$ cat src/rtl/bin_frame_streamer_if.sv
// Stream port bundle for the bin frame streamer: one word per beat with
// valid/ready handshake and an end-of-frame marker.
interface bin_frame_streamer_if #(
  parameter int N = 16
) ();
  logic [N-1:0] m_tdata;
  logic         m_tvalid;
  logic         m_tready;
  logic         m_tlast;

  modport master (
    output m_tdata,
    output m_tvalid,
    output m_tlast,
    input  m_tready
  );

  modport slave (
    input  m_tdata,
    input  m_tvalid,
    input  m_tlast,
    output m_tready
  );
endinterface

$ cat src/rtl/bin_frame_streamer.sv
// Output stage after the N-bin averager. Buffers averaged frames in two slots
// (ACTIVE, PENDING) and streams each frame one bin per beat, optionally
// prefixed by a header beat carrying the frame sequence number.
module bin_frame_streamer #(
  parameter int BINS   = 4,
  parameter int N      = 16,
  parameter int HDR_EN = 1,
  parameter int CNT_W  = 16
) (
  input  logic                     clk,
  input  logic                     areset_n,
  input  logic [BINS-1:0][N-1:0]   in_data,
  input  logic                     in_valid,
  bin_frame_streamer_if.master     m,
  output logic [CNT_W-1:0]         frame_cnt,
  output logic [CNT_W-1:0]         drop_cnt,
  output logic                     busy
);

  localparam int KW = (BINS > 1) ? $clog2(BINS) : 1;
  localparam logic [KW-1:0] K_LAST = KW'(BINS - 1);

  typedef enum logic [1:0] {
    ST_IDLE = 2'd0,
    ST_HDR  = 2'd1,
    ST_DATA = 2'd2
  } state_t;

  state_t                   state, state_n;
  logic [KW-1:0]            k, k_n;
  logic [N-1:0]             tdata_r, tdata_n;
  logic                     tvalid_r, tvalid_n;
  logic                     tlast_r, tlast_n;
  logic [CNT_W-1:0]         frame_cnt_n, drop_cnt_n;
  logic [BINS-1:0][N-1:0]   act_data, act_data_n;
  logic [BINS-1:0][N-1:0]   pend_data, pend_data_n;
  logic                     pend_full, pend_full_n;
  logic                     act_full;
  logic                     hs, last_hs, act_avail, pend_avail, start;

  // Header word: frame counter zero-extended or truncated to the stream width.
  function automatic logic [N-1:0] hdr_word(input logic [CNT_W-1:0] c);
    logic [N+CNT_W-1:0] ext;
    ext = {{N{1'b0}}, c};
    return ext[N-1:0];
  endfunction

  // The ACTIVE slot is occupied exactly while a frame is being sequenced.
  assign act_full = (state != ST_IDLE);
  assign busy     = act_full || pend_full;

  assign m.m_tdata  = tdata_r;
  assign m.m_tvalid = tvalid_r;
  assign m.m_tlast  = tlast_r;

  // Slot bookkeeping, drop accounting and beat sequencing for the next cycle.
  always_comb begin
    state_n     = state;
    k_n         = k;
    tdata_n     = tdata_r;
    tvalid_n    = tvalid_r;
    tlast_n     = tlast_r;
    frame_cnt_n = frame_cnt;
    drop_cnt_n  = drop_cnt;
    act_data_n  = act_data;
    pend_data_n = pend_data;
    pend_full_n = pend_full;
    start       = 1'b0;

    hs      = tvalid_r && m.m_tready;
    last_hs = hs && tlast_r;
    // A final handshake frees ACTIVE, but a waiting PENDING frame takes it over,
    // which in turn frees PENDING for a frame arriving in the same cycle.
    act_avail  = !act_full || (last_hs && !pend_full);
    pend_avail = !pend_full || last_hs;

    if (last_hs) begin
      pend_full_n = 1'b0;
      if (pend_full) begin
        act_data_n = pend_data;
      end
    end

    if (in_valid) begin
      if (act_avail) begin
        act_data_n = in_data;
      end else if (pend_avail) begin
        pend_data_n = in_data;
        pend_full_n = 1'b1;
      end else if (drop_cnt != {CNT_W{1'b1}}) begin
        drop_cnt_n = drop_cnt + CNT_W'(1);
      end
    end

    case (state)
      ST_IDLE: begin
        if (in_valid) begin
          start = 1'b1;
        end
      end
      ST_HDR: begin
        if (hs) begin
          state_n = ST_DATA;
          k_n     = '0;
          tdata_n = act_data[0];
          tlast_n = (BINS == 1);
        end
      end
      ST_DATA: begin
        if (hs) begin
          if (tlast_r) begin
            frame_cnt_n = frame_cnt + CNT_W'(1);
            if (pend_full || in_valid) begin
              start = 1'b1;
            end else begin
              state_n  = ST_IDLE;
              tvalid_n = 1'b0;
              tlast_n  = 1'b0;
              tdata_n  = '0;
            end
          end else begin
            k_n     = k + KW'(1);
            tdata_n = act_data[k_n];
            tlast_n = (k_n == K_LAST);
          end
        end
      end
      default: begin
        state_n = ST_IDLE;
      end
    endcase

    // Launch a frame from whatever lands in ACTIVE this cycle, with no bubble.
    if (start) begin
      state_n  = (HDR_EN != 0) ? ST_HDR : ST_DATA;
      k_n      = '0;
      tvalid_n = 1'b1;
      tdata_n  = (HDR_EN != 0) ? hdr_word(frame_cnt_n) : act_data_n[0];
      tlast_n  = (HDR_EN != 0) ? 1'b0 : (BINS == 1);
    end
  end

  // Control state, registered stream outputs and counters.
  always_ff @(posedge clk) begin
    if (!areset_n) begin
      state     <= ST_IDLE;
      k         <= '0;
      tdata_r   <= '0;
      tvalid_r  <= 1'b0;
      tlast_r   <= 1'b0;
      frame_cnt <= '0;
      drop_cnt  <= '0;
      pend_full <= 1'b0;
    end else begin
      state     <= state_n;
      k         <= k_n;
      tdata_r   <= tdata_n;
      tvalid_r  <= tvalid_n;
      tlast_r   <= tlast_n;
      frame_cnt <= frame_cnt_n;
      drop_cnt  <= drop_cnt_n;
      pend_full <= pend_full_n;
    end
  end

  // Frame slot contents; occupancy flags qualify them, so no reset is needed.
  always_ff @(posedge clk) begin
    act_data  <= act_data_n;
    pend_data <= pend_data_n;
  end

endmodule

$ cat src/flat_wrapper.sv
// flat-port wrapper written by rule: the top's interface ports become plain ports
module bin_frame_streamer_flat 
#(
  parameter int BINS   = 4,
  parameter int N      = 16,
  parameter int HDR_EN = 1,
  parameter int CNT_W  = 16
)
  (clk, areset_n, in_data, in_valid, frame_cnt, drop_cnt, busy, m_m_tdata, m_m_tvalid, m_m_tlast, m_m_tready);
  bin_frame_streamer_if #(.N(N)) m_i ();
  input  logic clk;
  input  logic areset_n;
  input  logic [BINS-1:0][N-1:0] in_data;
  input  logic in_valid;
  output logic [CNT_W-1:0] frame_cnt;
  output logic [CNT_W-1:0] drop_cnt;
  output logic busy;
  output wire logic [$bits(m_i.m_tdata)-1:0] m_m_tdata;
  output wire logic [$bits(m_i.m_tvalid)-1:0] m_m_tvalid;
  output wire logic [$bits(m_i.m_tlast)-1:0] m_m_tlast;
  input wire logic [$bits(m_i.m_tready)-1:0] m_m_tready;
  assign m_m_tdata = m_i.m_tdata;
  assign m_m_tvalid = m_i.m_tvalid;
  assign m_m_tlast = m_i.m_tlast;
  assign m_i.m_tready = m_m_tready;
  bin_frame_streamer #(.BINS(BINS), .N(N), .HDR_EN(HDR_EN), .CNT_W(CNT_W)) u_core (.clk(clk), .areset_n(areset_n), .in_data(in_data), .in_valid(in_valid), .m(m_i), .frame_cnt(frame_cnt), .drop_cnt(drop_cnt), .busy(busy));
endmodule
$ cat config.mk
export PLATFORM = sky130hd
export DESIGN_NAME = bin_frame_streamer_flat
export DESIGN_NICKNAME = d
export VERILOG_FILES = /design/src/rtl/bin_frame_streamer_if.sv /design/src/rtl/bin_frame_streamer.sv /design/src/flat_wrapper.sv
export SDC_FILE = /design/constraint.sdc
export NUM_CORES = 1
export LEC_CHECK = 0
export ABC_AREA = 1
export BUFFER_PORTS_ARGS = -buffer_cell sky130_fd_sc_hd__buf_2
export CAP_MARGIN = 20
export CORE_ASPECT_RATIO = 1.2
export CORE_UTILIZATION = 50
export CTS_BUF_LIST = sky130_fd_sc_hd__clkbuf_8
export CTS_CLUSTER_DIAMETER = 30
export DETAILED_ROUTE_END_ITERATION = 7
export HOLD_SLACK_MARGIN = 0.12
export PLACE_DENSITY_LB_ADDON = 0.2
export SYNTH_ARGS = -nofsm -noshare
export SYNTH_HDL_FRONTEND = slang
export SYNTH_SLANG_ARGS = --single-unit
$ cat constraint.sdc
create_clock -name clk -period 9.5 [get_ports clk]
set_input_delay 0.475 -clock clk [delete_from_list [all_inputs] [get_ports clk]]
set_output_delay 0.475 -clock clk [all_outputs]
set_load 0.01 [all_outputs]
==> key figures <==
Status
  • Status: finished with violations
  • Failing checks: DRC

Timing
  • Final Setup Violations: 0
  • Fin worst setup slack: 6.50 ns
  • Relative slew slack: 34.6%
  • Max Fclk: about 0.33 GHz
  • Worst Clk Skew: roughly 0.014 ns
  • WHS: 0.194 ns
  • Slew of the pin with the lowest slew margin: ~1 ns
  • Final Hold Fails: 0
  • Setup TNS: 0 ns
  • Final min period: about 3 ns
  • Max-slew violations: 0
  • RSZ-0062 raised after global routing: false
  • Fin crit share: a little under a third

Drt
  • # DRC: 2
  • Vias: 7318
  • Final WL: around 21000 um
  • Initial drt markers: 632
  • Post-route ant nets: 0
  • Via density: 5.39
  • Drt wl/cell: 15.5 um
  • TritonRoute pass-1 iters: 8

Yosys
  • Async SR Flop Fraction: 0%
  • Syn Std Cell Area: between 0.008 and 0.009 mm^2
  • Yosys reg bits: 183
  • Synth Instances: about 1.0k
  • Post-synth EDFFs: 64
  • Ys Warns: 0
  • Ys flop type: dfxtp_1
  • Average size of a mapped cell: about 8 um^2
  • Seq/Total Area, Yosys: between 50% and 60%
  • Yosys cell types: 33
  • Mapped Nets: about 1.1k

Power
  • Leakage Power: a little over 4 nW
  • PwrDens: roughly 210 mW/mm^2
  • Maximum VDD drop: 109 uV

Clock network
  • Clock latency on the worst-skew pair: 0.47 ns
  • CTS Sinks: around 180
  • Cell chosen for the clock root: clkbuf_8
  • CTS resizes: 0
  • # hold bufs at CTS: 0
  • CTS max path bufs: 2
  • Clock slew at reported path FFs: about 0.1 ns
  • Total CTS buffers: 17
  • H-tree depth: 4
  • Postcts setup bufs: 0
  • CTS tree: built

Setup path
  • Worst Setup Start Kind: flop
  • Arrival time at the worst endpoint: 3.37 ns
  • Worst path bufs/invs: 3
  • Family with the most delay on the worst path: buffers and inverters
  • Largest stage delay, worst path: approximately 0.7 ns
  • Crit path kind: flop to flop
  • Crit path max fanout: 32
  • Crit. End Element: flop
  • Slowest-stage cell, CP: inv_1
  • Worst EP required: 9.87 ns
  • Critical Path, Cell by Cell: inv_1 -> ha_1 -> inv_1 -> nand3_1 -> nand3_1 -> o21ai_0 -> nand2_1 -> nand3_1 -> nand2_1 -> inv_1

Floorplanning
  • Initial Utilization: approximately half
  • Die footprint: 0.0170 mm^2
  • Die height: between 100 and 150 um
  • Core area: 0.0162 mm^2
  • Placement row count: around 50
  • Die outline width: 119 um
  • Top Ports: ~120

Global route
  • GRT Residual Overflow: 0
  • First-pass GRT wire length: ~33000 um
  • Initial antenna violation count: 0
  • Vias in the first global route: around 6.6k
  • All-Layer GR Usage: 25.4%
  • Largest net degree at the start of global routing: 74

Placed design
  • Pre-CTS setup slack: 6.54 ns
  • Buffers on Ports: around 120
  • GPL Wtd Cong: approximately 0.87
  • Final HPWL DP: around 14000 um
  • Placed cell count: between 1k and 1.5k

Finish
  • Ant. Diodes: 0
  • Fraction of layout cells with a size suffix above 1: 14.8%
  • Area delta synth->final: 12.6%
  • Most common cell after layout, fill and taps aside: nand2_1
  • Post-route insts no fill: approximately 1.4k
  • Filler cells: roughly 1.6k
  • Util after Layout: 57.4%
  • Layout Nets: 1206
  • Most frequent cells in the layout: nand2_1 (292), nand3_1 (138), nor2_1 (125)

Hold path
  • Hold crit path type: primary input to flop

Run
  • Max Cap Violations: 0
## final cells by class
type | count | area (um^2) | area share, %
Multi-Input combinational cell | 745 | 3450 | 37.1
Sequential cell | 183 | 4310 | 46.3
Clock inverter | 13 | 151 | 1.63
Tap cell | 212 | 265 | 2.85
Clock buffer | 19 | 262 | 2.81
Timing Repair Buffer | 125 | 643 | 6.92
Inverter | 60 | 225 | 2.42
## sequential cells by signal, indices dropped and copies added, names as in the netlist
name,count
u_core.m.m_tdata,16
u_core.m.m_tlast,1
u_core.pend_data,64
u_core.m.m_tvalid,1
u_core.state,2
u_core.act_data,64
u_core.pend_full,1
u_core.k,2
u_core.drop_cnt,16
u_core.frame_cnt,16
## synthesized netlist by cell type, types with 2 or more instances
master | instances | area (um^2)
a31oi_1 | 57 | 357
nand3_1 | 138 | 691
nor3_1 | 4 | 20.0
o21bai_1 | 3 | 22.5
dfxtp_1 | 119 | 2380
a21oi_1 | 56 | 280
nor2_4 | 2 | 22.5
nor2_2 | 2 | 12.5
xor2_1 | 6 | 52.6
inv_1 | 57 | 214
edfxtp_1 | 64 | 1920
nand2_2 | 2 | 12.5
buf_4 | 7 | 52.6
o21ai_1 | 3 | 15.0
buf_6 | 3 | 33.8
ha_1 | 6 | 75.1
nand4_1 | 6 | 37.5
clkbuf_1 | 26 | 97.6
inv_2 | 3 | 11.3
xnor2_1 | 7 | 61.3
o21ai_0 | 27 | 135
buf_2 | 21 | 105
nand2_1 | 293 | 1100
buf_1 | 3 | 11.3
nor2_1 | 125 | 469
## path summary, 6_finish.rpt
check | endpoint | startpoint | cells past startpoint | slack [ns]
max | u_core.m.m_tdata[6]$_SDFFE_PN0P_ | u_core.k[0]$_SDFFE_PP0P_ | 10 | 6.50
min | u_core.pend_data[19]$_DFFE_PP_ | in_data[19] | 1 | 0.19
max reg2reg | u_core.m.m_tdata[6]$_SDFFE_PN0P_ | u_core.k[0]$_SDFFE_PP0P_ | 10 | 6.50
min reg2reg | u_core.act_data[63]$_DFF_P_ | u_core.act_data[63]$_DFF_P_ | 2 | 0.49
## power by group
| part | total, W | switching (W) | internal (W) |
|---|---|---|---|
| clock network | 0.000551 | 0.000277 | 0.000274 |
| registers | 0.00101 | 0.0000729 | 0.000937 |
| logic | 0.000383 | 0.000250 | 0.000134 |
| total | 0.00194 | 0.000600 | 0.00134 |
## logic make-up (layout without fill, tap and decap cells)
family          after synthesis  in the layout  share of synthesized area (%)
flops                       183            183                           52.1
simple gates                575            575                           28.9
compound gates              150            150                           10.2
buf+inv                     120            217                           6.36
fa+ha+maj                     6              6                          0.909
mux                           1              1                          0.121
xor+xnor                     13             13                           1.38
## layer usage
metal	track usage, %	wire length (um)	vias up
met1	33.0	9420	3391
met4	10.1	509	0
met3	3.99	961	27
li1	-	-	3670
met2	42.2	10100	230
met5	0	0	-
## stage by stage
stage	instance area [um^2]	total power, W
6_report	9300	0.00194
5_1_grt	9300	0.00205
4_1_cts	9300	0.00196
3_5_place_dp	8880	0.00141
3_3_place_gp	8880	0.00140
2_1_floorplan	8260	0.00128
Note: power is estimated with default switching activity, not from simulation.
